$ cat src/rtl/exu_fu_sequencer_if.sv
// Decode / functional-unit / writeback bundle for the execute-stage issue sequencer.
// slave = sequencer side, master = the surrounding pipeline and units.
interface exu_fu_sequencer_if #(
  parameter int unsigned XLEN = 32
);
  logic            issue_valid;
  logic            issue_ready;
  logic [XLEN-1:0] issue_op1;
  logic [XLEN-1:0] issue_op2;
  logic [1:0]      issue_unit;
  logic [1:0]      issue_mode1;
  logic [2:0]      issue_mode2;
  logic [4:0]      issue_rd;
  logic [2:0]      fu_start;
  logic [XLEN-1:0] fu_op1;
  logic [XLEN-1:0] fu_op2;
  logic [1:0]      fu_mode1;
  logic [2:0]      fu_mode2;
  logic [2:0]      fu_done;
  logic [XLEN-1:0] fu_res_sh;
  logic [XLEN-1:0] fu_res_mul;
  logic [XLEN-1:0] fu_res_div;
  logic            wb_valid;
  logic            wb_ready;
  logic [XLEN-1:0] wb_data;
  logic [4:0]      wb_rd;
  logic            wb_err;
  logic            busy;
  logic [15:0]     ops_retired;

  modport slave (
    input  issue_valid, issue_op1, issue_op2, issue_unit, issue_mode1, issue_mode2, issue_rd,
    input  fu_done, fu_res_sh, fu_res_mul, fu_res_div, wb_ready,
    output issue_ready, fu_start, fu_op1, fu_op2, fu_mode1, fu_mode2,
    output wb_valid, wb_data, wb_rd, wb_err, busy, ops_retired
  );

  modport master (
    output issue_valid, issue_op1, issue_op2, issue_unit, issue_mode1, issue_mode2, issue_rd,
    output fu_done, fu_res_sh, fu_res_mul, fu_res_div, wb_ready,
    input  issue_ready, fu_start, fu_op1, fu_op2, fu_mode1, fu_mode2,
    input  wb_valid, wb_data, wb_rd, wb_err, busy, ops_retired
  );
endinterface

$ cat src/rtl/exu_fu_sequencer.sv
// Execute-stage issue sequencer: launches one op on the shift/mul/div unit, waits for its
// done with a timeout, and hands the captured result to writeback.
module exu_fu_sequencer #(
  parameter int unsigned TIMEOUT = 64,
  parameter int unsigned XLEN    = 32
) (
  input logic               clk,
  input logic               rst,
  exu_fu_sequencer_if.slave bus
);
  localparam int unsigned TW = $clog2(TIMEOUT);

  typedef enum logic [1:0] {StIdle, StLaunch, StWait, StResp} state_e;

  state_e          state_q;
  logic [1:0]      unit_q;
  logic [TW-1:0]   timer_q;
  logic            issue_ready_q;
  logic [2:0]      fu_start_q;
  logic [XLEN-1:0] op1_q;
  logic [XLEN-1:0] op2_q;
  logic [1:0]      mode1_q;
  logic [2:0]      mode2_q;
  logic            wb_valid_q;
  logic [XLEN-1:0] wb_data_q;
  logic [4:0]      wb_rd_q;
  logic            wb_err_q;
  logic [15:0]     ops_q;

  logic            done_sel;
  logic [XLEN-1:0] res_sel;

  // Only the launched unit's done/result is ever looked at.
  always_comb begin
    done_sel = 1'b0;
    res_sel  = '0;
    case (unit_q)
      2'd0: begin done_sel = bus.fu_done[0]; res_sel = bus.fu_res_sh;  end
      2'd1: begin done_sel = bus.fu_done[1]; res_sel = bus.fu_res_mul; end
      2'd2: begin done_sel = bus.fu_done[2]; res_sel = bus.fu_res_div; end
      default: ;
    endcase
  end

  always_ff @(posedge clk or posedge rst) begin
    if (rst) begin
      state_q       <= StIdle;
      unit_q        <= '0;
      timer_q       <= '0;
      issue_ready_q <= 1'b0;
      fu_start_q    <= '0;
      op1_q         <= '0;
      op2_q         <= '0;
      mode1_q       <= '0;
      mode2_q       <= '0;
      wb_valid_q    <= 1'b0;
      wb_data_q     <= '0;
      wb_rd_q       <= '0;
      wb_err_q      <= 1'b0;
      ops_q         <= '0;
    end else begin
      case (state_q)
        StIdle: begin
          issue_ready_q <= 1'b1;
          if (issue_ready_q && bus.issue_valid) begin
            issue_ready_q <= 1'b0;
            op1_q         <= bus.issue_op1;
            op2_q         <= bus.issue_op2;
            mode1_q       <= bus.issue_mode1;
            mode2_q       <= bus.issue_mode2;
            unit_q        <= bus.issue_unit;
            wb_rd_q       <= bus.issue_rd;
            if (bus.issue_unit == 2'd3) begin
              // Reserved unit: answer with an error without touching any unit.
              wb_valid_q <= 1'b1;
              wb_err_q   <= 1'b1;
              wb_data_q  <= '0;
              state_q    <= StResp;
            end else begin
              fu_start_q <= 3'b001 << bus.issue_unit;
              state_q    <= StLaunch;
            end
          end
        end
        StLaunch: begin
          fu_start_q <= '0;
          timer_q    <= '0;
          state_q    <= StWait;
        end
        StWait: begin
          if (done_sel) begin
            wb_valid_q <= 1'b1;
            wb_err_q   <= 1'b0;
            wb_data_q  <= res_sel;
            state_q    <= StResp;
          end else if (timer_q == TW'(TIMEOUT - 1)) begin
            wb_valid_q <= 1'b1;
            wb_err_q   <= 1'b1;
            wb_data_q  <= '0;
            state_q    <= StResp;
          end else begin
            timer_q <= timer_q + 1'b1;
          end
        end
        StResp: begin
          if (bus.wb_ready) begin
            wb_valid_q    <= 1'b0;
            ops_q         <= ops_q + 16'd1;
            issue_ready_q <= 1'b1;
            state_q       <= StIdle;
          end
        end
        default: state_q <= StIdle;
      endcase
    end
  end

  assign bus.issue_ready = issue_ready_q;
  assign bus.fu_start    = fu_start_q;
  assign bus.fu_op1      = op1_q;
  assign bus.fu_op2      = op2_q;
  assign bus.fu_mode1    = mode1_q;
  assign bus.fu_mode2    = mode2_q;
  assign bus.wb_valid    = wb_valid_q;
  assign bus.wb_data     = wb_data_q;
  assign bus.wb_rd       = wb_rd_q;
  assign bus.wb_err      = wb_err_q;
  assign bus.busy        = (state_q != StIdle);
  assign bus.ops_retired = ops_q;
endmodule
$ cat src/flat_wrapper.sv
// flat-port wrapper written by rule: the top's interface ports become plain ports
module exu_fu_sequencer_flat 
#(
  parameter int unsigned TIMEOUT = 64,
  parameter int unsigned XLEN    = 32
)
  (clk, rst, bus_issue_valid, bus_issue_op1, bus_issue_op2, bus_issue_unit, bus_issue_mode1, bus_issue_mode2, bus_issue_rd, bus_fu_done, bus_fu_res_sh, bus_fu_res_mul, bus_fu_res_div, bus_wb_ready, bus_issue_ready, bus_fu_start, bus_fu_op1, bus_fu_op2, bus_fu_mode1, bus_fu_mode2, bus_wb_valid, bus_wb_data, bus_wb_rd, bus_wb_err, bus_busy, bus_ops_retired);
  exu_fu_sequencer_if #(.XLEN(XLEN)) bus_i ();
  input logic clk;
  input logic rst;
  input wire logic [$bits(bus_i.issue_valid)-1:0] bus_issue_valid;
  input wire logic [$bits(bus_i.issue_op1)-1:0] bus_issue_op1;
  input wire logic [$bits(bus_i.issue_op2)-1:0] bus_issue_op2;
  input wire logic [$bits(bus_i.issue_unit)-1:0] bus_issue_unit;
  input wire logic [$bits(bus_i.issue_mode1)-1:0] bus_issue_mode1;
  input wire logic [$bits(bus_i.issue_mode2)-1:0] bus_issue_mode2;
  input wire logic [$bits(bus_i.issue_rd)-1:0] bus_issue_rd;
  input wire logic [$bits(bus_i.fu_done)-1:0] bus_fu_done;
  input wire logic [$bits(bus_i.fu_res_sh)-1:0] bus_fu_res_sh;
  input wire logic [$bits(bus_i.fu_res_mul)-1:0] bus_fu_res_mul;
  input wire logic [$bits(bus_i.fu_res_div)-1:0] bus_fu_res_div;
  input wire logic [$bits(bus_i.wb_ready)-1:0] bus_wb_ready;
  output wire logic [$bits(bus_i.issue_ready)-1:0] bus_issue_ready;
  output wire logic [$bits(bus_i.fu_start)-1:0] bus_fu_start;
  output wire logic [$bits(bus_i.fu_op1)-1:0] bus_fu_op1;
  output wire logic [$bits(bus_i.fu_op2)-1:0] bus_fu_op2;
  output wire logic [$bits(bus_i.fu_mode1)-1:0] bus_fu_mode1;
  output wire logic [$bits(bus_i.fu_mode2)-1:0] bus_fu_mode2;
  output wire logic [$bits(bus_i.wb_valid)-1:0] bus_wb_valid;
  output wire logic [$bits(bus_i.wb_data)-1:0] bus_wb_data;
  output wire logic [$bits(bus_i.wb_rd)-1:0] bus_wb_rd;
  output wire logic [$bits(bus_i.wb_err)-1:0] bus_wb_err;
  output wire logic [$bits(bus_i.busy)-1:0] bus_busy;
  output wire logic [$bits(bus_i.ops_retired)-1:0] bus_ops_retired;
  assign bus_i.issue_valid = bus_issue_valid;
  assign bus_i.issue_op1 = bus_issue_op1;
  assign bus_i.issue_op2 = bus_issue_op2;
  assign bus_i.issue_unit = bus_issue_unit;
  assign bus_i.issue_mode1 = bus_issue_mode1;
  assign bus_i.issue_mode2 = bus_issue_mode2;
  assign bus_i.issue_rd = bus_issue_rd;
  assign bus_i.fu_done = bus_fu_done;
  assign bus_i.fu_res_sh = bus_fu_res_sh;
  assign bus_i.fu_res_mul = bus_fu_res_mul;
  assign bus_i.fu_res_div = bus_fu_res_div;
  assign bus_i.wb_ready = bus_wb_ready;
  assign bus_issue_ready = bus_i.issue_ready;
  assign bus_fu_start = bus_i.fu_start;
  assign bus_fu_op1 = bus_i.fu_op1;
  assign bus_fu_op2 = bus_i.fu_op2;
  assign bus_fu_mode1 = bus_i.fu_mode1;
  assign bus_fu_mode2 = bus_i.fu_mode2;
  assign bus_wb_valid = bus_i.wb_valid;
  assign bus_wb_data = bus_i.wb_data;
  assign bus_wb_rd = bus_i.wb_rd;
  assign bus_wb_err = bus_i.wb_err;
  assign bus_busy = bus_i.busy;
  assign bus_ops_retired = bus_i.ops_retired;
  exu_fu_sequencer #(.TIMEOUT(TIMEOUT), .XLEN(XLEN)) u_core (.clk(clk), .rst(rst), .bus(bus_i));
endmodule
$ cat config.mk
export PLATFORM = sky130hd
export DESIGN_NAME = exu_fu_sequencer_flat
export DESIGN_NICKNAME = d
export VERILOG_FILES = /design/src/rtl/exu_fu_sequencer_if.sv /design/src/rtl/exu_fu_sequencer.sv /design/src/flat_wrapper.sv
export SDC_FILE = /design/constraint.sdc
export NUM_CORES = 1
export LEC_CHECK = 0
export CORE_MARGIN = 4
export CORE_UTILIZATION = 37
export CTS_CLUSTER_DIAMETER = 60
export DETAILED_ROUTE_END_ITERATION = 8
export HOLD_SLACK_MARGIN = 0.05
export PLACE_DENSITY_LB_ADDON = 0.3
export SLEW_MARGIN = 20
export SYNTH_ARGS = -nofsm -noshare
export SYNTH_HDL_FRONTEND = slang
export SYNTH_SLANG_ARGS = --single-unit
$ cat constraint.sdc
create_clock -name clk -period 4.6 [get_ports clk]
set_input_delay 0.69 -clock clk [delete_from_list [all_inputs] [get_ports clk]]
set_output_delay 0.69 -clock clk [all_outputs]
set_load 0.01 [all_outputs]
* After elaboration in Yosys (flattened, before gate mapping)
Index checks and enable logic that the tools add are counted.
** Storage, ports and cells
- Register bits after elaboration :: 138
- Bits of input ports :: 179
- Output and inout bits :: 129
** Operators by class
- Add/subtract/negate cells :: 2
- Equality and inequality tests :: 14
- Shift operators :: 1
- Multiplexer cells :: 30
- Reductions and logical operators :: 17
** Operators with widths (number)
- 32-bit 2-to-1 mux :: 4
- 32-bit case mux with 3 select lines :: 1
- 32-bit case mux with 2 select lines :: 1
- 16-bit by 1-bit adder with 16-bit output, second input constant :: 1
- 6-bit 2-to-1 mux :: 2
- 6-bit case mux with 2 select lines :: 1
- 2-bit 2-to-1 mux :: 5
- 2-bit nonzero test :: 5
- 3-bit AND reduction :: 3
- 2-bit == test, second input constant :: 4
- 1-bit 2-to-1 mux :: 8
- 2-bit inequality test, second input constant :: 4
- 2-bit case mux with 4 select lines :: 1
- 6-bit by 1-bit adder with 6-bit output, second input constant :: 1
- 6-bit == test, second input constant :: 1
- 3-bit 2-to-1 mux :: 2
- 1-bit case mux with 3 select lines :: 2
- 3-bit case mux with 2 select lines :: 1
- 2-bit AND reduction :: 3
- 5-bit AND reduction :: 1
- 2-bit by 1-bit == test with 1-bit output, second input constant :: 2
- 2-bit logical NOT :: 2
- 2-bit by 1-bit inequality test with 1-bit output, second input constant :: 2
- 1-bit case mux with 2 select lines :: 2
- other kinds (5) :: 5

* Logic depth before layout (Yosys ltp)
- Depth in word-level cells :: 4
- Mapped depth :: 8
- Gate-level depth less buffers :: 6

* Worst setup path before layout
OpenSTA, ideal clock, no wires.
- Path type :: input to register
- Start :: in bus_fu_done[2]
- End :: reg u_core.state_q[1]
- Library setup time :: 125 ps
- Arrival :: 1701 ps
- Path slack :: 2774 ps
- Stages on the path :: 5
- Buffers on the path :: 1
- Cell sequence :: mux2i_1 o2bb2ai_2 buf_6 o21ai_0 mux2_2
** On the way
- Longest elaborated chain between the ends :: 3
- Elaborated cells between the ends (all ways) :: 5
- Classes of those cells :: eq/ne (1); mux (3); reduce/logical (1)
** RTL lines
- from (decl) :: line flat_wrapper.sv:18 : input wire logic [$bits(bus_i.fu_done)-1:0] bus_fu_done;
- 1-bit case mux with 3 select lines (*) :: line exu_fu_sequencer.sv:37 : case (unit_q)
- 2-bit 2-to-1 mux / 3-bit by 1-bit inequality test with 1-bit output (equally long branches)
- 2-bit case mux with 4 select lines / 3-bit AND reduction (equally long branches)
- to (signal assigned) :: line exu_fu_sequencer.sv:88 : state_q <= StWait;
- to (signal assigned) :: line exu_fu_sequencer.sv:95 : state_q <= StResp;
- to (signal assigned) :: line exu_fu_sequencer.sv:100 : state_q <= StResp;
- to (decl) :: line exu_fu_sequencer.sv:15 : state_e state_q;
Mark *: on every way between the ends. The rest lies on a longest branch, timed or not.
A chain may end at the register's enable or synchronous reset.

* Final worst setup path
- Start :: reg u_core.state_q[0]
- End :: out bus_busy
** On the way
- Longest elaborated chain between the ends :: 1
** RTL lines
- from (signal assigned) :: line exu_fu_sequencer.sv:47 : state_q <= StIdle;
- from (signal assigned) :: line exu_fu_sequencer.sv:78 : state_q <= StResp;
- from (signal assigned) :: line exu_fu_sequencer.sv:81 : state_q <= StLaunch;
- 2-bit nonzero test :: line exu_fu_sequencer.sv:128 : assign bus.busy = (state_q != StIdle);
- to (decl) :: line flat_wrapper.sv:33 : output wire logic [$bits(bus_i.busy)-1:0] bus_busy;
Every way passes these cells.

==> out/qor.json <==
{
  "hold_viol_final": 0,
  "clock_tree.buffer_depth": 2,
  "post_cts_hold_buffer_count": 0,
  "vias_per_cell": 4.92,
  "antenna_cells_inserted": 0,
  "netlist.area_leader.share_pct": 55.9,
  "place_inst": 996,
  "use_met1_pct": 21.0,
  "layout-drive-gt1-share_pct": 14.9,
  "worst_slew_margin_rel_pct": 28.1,
  "gr-usage-met2_pct": 35.6,
  "cts.root.buffer_cell": "clkbuf_16",
  "cp_data_required_time_ps": 3910,
  "dieWidth_um": 137,
  "finalCoreUtilization_pct": 62.3,
  "synth.yosys.warnings": 0,
  "first_pass_iteration_count_of_the_detailed_router": 4,
  "stage_delay_of_the_slowest_cell_on_the_critical_path_ps": 530,
  "clk_latency_ps": 410,
  "synth_edf_count": 0,
  "timing.final.max_slew_violations": 0,
  "holdCritPathClass": "flip-flop to flip-flop",
  "gp_congestion": 0.803,
  "track_usage_pct": 19.4,
  "grt_util_met3_pct": 5.55,
  "clock_period_minus_final_worst_setup_slack_ps": 2720,
  "detail-route-antenna-nets": 0,
  "power_consumption_mw": 6.32,
  "critPathKind": "flip-flop to primary output",
  "synth_area_leader_cell": "dfrtp_1",
  "worst_slew_pin_slew_ps": 1080,
  "wl_mm": 18.8,
  "worst_setup_path_start_kind": "flip-flop",
  "num_vias": 5054,
  "outcome": "finished clean",
  "p_sw_share_pct": 32.8,
  "yosysUniqueCellTypes": 41,
  "initial_utilization_pct": 38.3,
  "share_seq_of_total_power_pct": 31.7,
  "timing.critical_path.slowest_stage_cell": "clkdlybuf4s50_1",
  "cp_data_arrival_time_ps": 2030,
  "intPower_mw": 4.25,
  "min_period_over_period_pct": 59.0,
  "gr-max-usage-layer": "met2",
  "postCtsSetupRepairBufs": 0,
  "power.switching_mw": 2.07,
  "p_comb_share_pct": 45.9,
  "max_cap_viol_count": 0,
  "finalSetupViolations": 0,
  "tritoncts": "yes",
  "critical_path_peak_fanout": 9,
  "number_of_cells_produced_by_synthesis": 501,
  "crit_start": "u_core.state_q[0]",
  "drcViolationCount": 0,
  "timing.critical_path.cells": "inv_1, ha_1, inv_1, clkdlybuf4s50_1",
  "synth-main-ff-cell": "dfrtp_1",
  "resized_cells_post_cts": 0,
  "cp-end-kind": "primary output",
  "post_layout_nonfiller_instances": 1027,
  "clk_transition_reported_paths_ps": 60,
  "worst_clock_skew_ps": 9.68,
  "place_hpwl_mm": 14.1,
  "antenna_found_initial": 0,
  "num_io_pins": 308,
  "flop_and_latch_count_out_of_synthesis": 138,
  "routedWlPerCell_um": 18.3,
  "clkSinkCount": 138,
  "gr-total-overflow": 0,
  "p_leak_nw": 4.28,
  "cell_with_the_most_instances_on_the_worst_path": "inv_1",
  "power_per_cell_area_nw_per_um2": 630,
  "coreArea_um2": 16100,
  "grt_pass1_vias": 5354,
  "chip_height_um": 137,
  "worst_r2r_startpoint": "u_core.unit_q[1]",
  "syn_avg_cell_area_um2": 12.3,
  "power_frac_clock_pct": 22.4,
  "tns_ps": 0,
  "rows": 46,
  "synthesis.area_um2": 6180,
  "worstHoldStart": "u_core.bus.ops_retired[15]",
  "rsz0062_at_grt": "no",
  "finalNetCount": 984,
  "synth-seq-area-share_pct": 55.9,
  "die_area_um2": 18800,
  "layout-area-overhead-vs-synth_pct": 62.4,
  "drt_iter0_drc": 219,
  "port-buffer-count": 307,
  "grt_pass1_wl_mm": 28.3,
  "htreeDepth": 4,
  "max-vdd-ir-drop_mv": 0.396,
  "numCtsBuffers": 17,
  "synth-async-reset-ratio_pct": 100,
  "maximum_operating_frequency_mhz": 368,
  "synth_nets": 686,
  "ys_top_cells_by_area": "dfrtp_1 56%, mux2_2 14%, mux2i_1 5.3%, a22o_1 4.5%, o21ai_0 3.5%",
  "grt_start_max_net_pins": 123
}
[worst max-delay path: cells and delay by family, from the launching register on]
kind / cells / cell delay, ps
adders and majority gates: 1 / 400
DFF: 1 / 400
buffers and inverters: 3 / 820
[cells in the mapped netlist, drive strengths merged (6+ instances only)]
cell / instances
ha: 6
mux2i: 33
mux2: 78
clkbuf: 9
a22o: 32
nand3: 10
and3: 7
inv: 11
dfrtp: 138
xor2: 7
xnor2: 8
o21ai: 43
nand2: 49
buf: 23
[power by group through the flow]
stage | sequential [mW] | clock [mW] | combinational, mW
floorplan | 2.20 | 0 | 1.28
global placement | 1.98 | 0 | 2.85
detailed placement | 2.01 | 0 | 2.93
CTS | 2.00 | 1.45 | 2.95
global route | 2.06 | 1.50 | 3.12
finish | 2.00 | 1.42 | 2.90
[path summary, 6_finish.rpt]
check                                        endpoint  slack (ps)  depth (start not counted)
max in group asynchronous      u_core.bus.wb_data[11]        2980                          3
max                                          bus_busy        1880                          4
min reg2reg                u_core.bus.ops_retired[15]         500                          1
min in group asynchronous        u_core.bus.fu_op1[8]         870                          2
max reg2reg                    u_core.bus.wb_data[26]        1910                          5
min                        u_core.bus.ops_retired[15]         500                          1
[placed cells by master (no fill, tap or decap), drive strengths merged, types with 2 or more instances in the layout]
cell type / Yosys / layout
xor2: 7 / 7
a21oi: 5 / 5
and2: 2 / 2
a22oi: 2 / 2
mux2i: 33 / 33
clkinv: 0 / 2
nand4: 4 / 4
o31ai: 3 / 3
clkinvlp: 0 / 2
a22o: 32 / 32
nor3: 5 / 5
o21ai: 43 / 43
nand3: 10 / 10
clkbuf: 9 / 22
dfrtp: 138 / 138
inv: 11 / 13
nor2: 5 / 5
o211ai: 3 / 3
clkdlybuf4s50: 0 / 307
nor2b: 2 / 2
ha: 6 / 6
buf: 23 / 4
o221ai: 2 / 2
nand2: 49 / 49
and3: 7 / 7
bufinv: 0 / 3
xnor2: 8 / 8
mux2: 78 / 78
a2bb2oi: 2 / 2
[cell families (layout without fill, tap and decap cells)]
group,after synthesis,after routing,synth area share (%)
AOI/OAI and AO/OA,99,99,11.2
xor gates and xnor gates,15,15,2.13
adders and majority gates,6,6,1.22
buffers and inverters,43,353,3.28
DFF,138,138,55.9
muxes,111,111,19.6
and+or+nand+nor,89,89,6.72
[metal layers]
metal / vias up / part of all wire (%) / routed length, µm
met3: 24 / 7.1 / 1330
met4: 0 / 2.4 / 443
li1: 2398 / - / -
met2: 173 / 54 / 10200
met5: - / 0 / 0
met1: 2459 / 36 / 6850
[sequential cells by signal, summed over array words and instances, names as in the netlist]
name                    cells
u_core.bus.fu_op1          32
u_core.bus.fu_op2          32
u_core.bus.wb_data         32
u_core.bus.ops_retired     16
u_core.timer_q              6
u_core.bus.wb_rd            5
u_core.bus.fu_mode2         3
u_core.bus.fu_start         3
u_core.bus.fu_mode1         2
u_core.state_q              2
u_core.unit_q               2
u_core.bus.issue_ready      1
u_core.bus.wb_err           1
u_core.bus.wb_valid         1
[layout make-up]
cell class	instances	area, µm²
fillers	1277	6080
flip-flops and latches	138	3450
repair buffers	311	3100
multi-input cells	320	2540
clock buffers	22	484
well taps	216	270
clock inverters	9	136
inverters	11	48.8
[stage by stage]
step / setup slack, ps / cell area [µm²] / hold slack, ps
after floorplan: 214 / 6180 / 459
after global routing: 1670 / 10000 / 515
after global placement: 1550 / 9410 / 468
final: 1880 / 10000 / 499
after CTS: 1470 / 10000 / 496
after detailed placement: 1420 / 9410 / 489
Note: power is estimated with default switching activity, not from simulation.
==> patch: new RTL, same flow settings <==
Re-encode `state_e` (4 states) as Gray code, 2 bits wide.
--- a/src/rtl/exu_fu_sequencer.sv
+++ b/src/rtl/exu_fu_sequencer.sv
@@ -11,5 +11,5 @@
   localparam int unsigned TW = $clog2(TIMEOUT);
 
-  typedef enum logic [1:0] {StIdle, StLaunch, StWait, StResp} state_e;
+  typedef enum logic [1:0] {StIdle = 2'b00, StLaunch = 2'b01, StWait = 2'b11, StResp = 2'b10} state_e;
 
   state_e          state_q;
Behaviour: no difference found for any inputs over 4 cycles, from zero or initial values and one cycle with rst high; so few cycles prove little.
==> patch against the original RTL <==
Synthesized area shrank 0.12%. Die area shrank 0.11%. Core utilization down 0.10 points. Wire length decreased by 4.1%. Power rose by 3.4%. Setup slack worse by 150 ps. Clock power is 5% higher. Design area down 0.16%. Sequential cell count stayed put. Critical endpoint unchanged. Highest routed layer unchanged.
==> patch: results (changes against the original RTL) <==
status:
  outcome: "complete, no violations"
logic_synthesis:
  synth-seq-area-share_pct: 56.0  # +0.068 points
  post_synth_main_area_contributors: "dfrtp_1 56%, mux2_2 14%, mux2i_1 5.2%"
  synth.mux.area_fraction_pct: 19.6  # +0.044 points
  yosys.cell_types.count: 45  # +9.8%
  synth_fa_ha_area_share_pct: 0.406  # -0.81 points
  synth-xor-area-share_pct: 2.13  # +0.0026 points
  yosysWarnings: 0  # unchanged
  post_synth_most_frequent_cells: "138 x dfrtp_1, 77 x mux2_2, 46 x nand2_1"
  synth_fp_nets: 667  # -2.8%
  synth_compound_area_share_pct: 10.7  # -0.47 points
cells_and_area:
  fillCellCount: 1240  # -2.9%
  design.final.nets: 966  # -1.8%
  layout-drive-gt1-share_pct: 15.9  # +0.99 points
route:
  vias_per_cell: 4.93  # +0.22%
  detail_route.wirelength_microns: 18100  # -4.1%
  detailedRoute.firstIterationViolations: 211  # -3.7%
place:
  port_bufs: 307  # unchanged
  dpl_cell_area_sq_um: 9360  # -0.52%
  routabilityCongestion: 0.757  # -5.7%
  detailed_place_hpwl_microns: 13700  # -3.2%
power_and_ir_drop:
  static_leak_nw: 4.20  # -1.9%
  top_power_group: "combinational cells"
  power.clock.fraction_pct: 22.8  # +0.4 points
  post-layout-total-power_mw: 6.54  # +3.4%
  vdd_drop_max_v: 0.000437  # +10%
  sw_power_mw: 2.07  # about the same
  seq_power_share_pct: 34.1  # +2.4 points
clocking:
  cts_inserted_buffers: 17  # unchanged
  cts.root.buffer_cell: "clkbuf_16"
  clk_transition_reported_paths_ps: 50
timing:
  fin_skew_ps: 5.69  # -4.00 ps
  relSlewSlack_pct: 27.7  # -0.38 points
  number_of_setup_violations_in_the_final_report: 0  # unchanged
global_route:
  grt_pass1_wl_microns: 27200  # -4.1%
  grt_pass1_vias: 5199  # -2.9%
  grt_use_total_pct: 18.6  # -0.81 points
  pin_count_of_the_biggest_net_entering_global_routing: 93  # -24%
worst_setup_path:
  path_max_fanout: 18  # +9
  cp_slowest_stage_delay_ps: 740  # +210 ps
  cp.arrival_ps: 2170  # +140 ps
  ff2ff_path_depth: 4  # -1
  critical-path-slowest-cell: "dfrtp_1"
patch: changes by cell type in the layout (fill, tap and decap cells not counted), moves of 3 or more:
cell,delta
nor3_1,-3
nor2_1,+8
and3_1,-4
inv_1,-4
o21ai_0,-6
o211ai_1,-3
nand2_1,-3
ha_1,-4
patch: kinds of logic after synthesis:
group,after synthesis
mux,110
fa+ha+maj,2
buf+inv,37
flops,138
simple gates,92
xor+xnor,15
compound gates,92
patch: worst paths after layout:
path | slack, ps | startpoint | end
worst min register to register | 490 | u_core.bus.ops_retired[15] | u_core.bus.ops_retired[15]
worst min-delay path | 490 | u_core.bus.ops_retired[15] | u_core.bus.ops_retired[15]
worst max register to register | 1840 | u_core.unit_q[1] | u_core.bus.wb_data[24]
max in group asynchronous | 2910 | rst | u_core.bus.wb_data[19]
min in group asynchronous | 820 | rst | u_core.bus.fu_op2[14]
worst max-delay path | 1740 | u_core.state_q[0] | bus_busy
patch: layout make-up:
class	count	area share (%)
Sequential cell	138	34.5
Multi-Input combinational cell	311	25.1
Clock buffer	21	4.60
Timing Repair Buffer	310	30.9
Inverter	7	0.312
Tap cell	216	2.70
Clock inverter	11	1.91
patch: per-stage QoR:
stage,utilization (%),setup slack [ps],instances
6_report,62.2,1740,1014
5_1_grt,62.2,1650,1014
4_1_cts,62.1,1620,1014
3_5_place_dp,58.1,1620,982
3_3_place_gp,58.1,1760,982
2_1_floorplan,-,214,486
patch: metal layers:
layer  global-route usage, %  up-vias  wire length, microns
met3                    6.91       24                  1740
met2                    33.1      210                  9450
met5                       0        -                     0
met1                    20.3     2417                  6560
met4                    6.21        0                   295
li1                        -     2350                     -
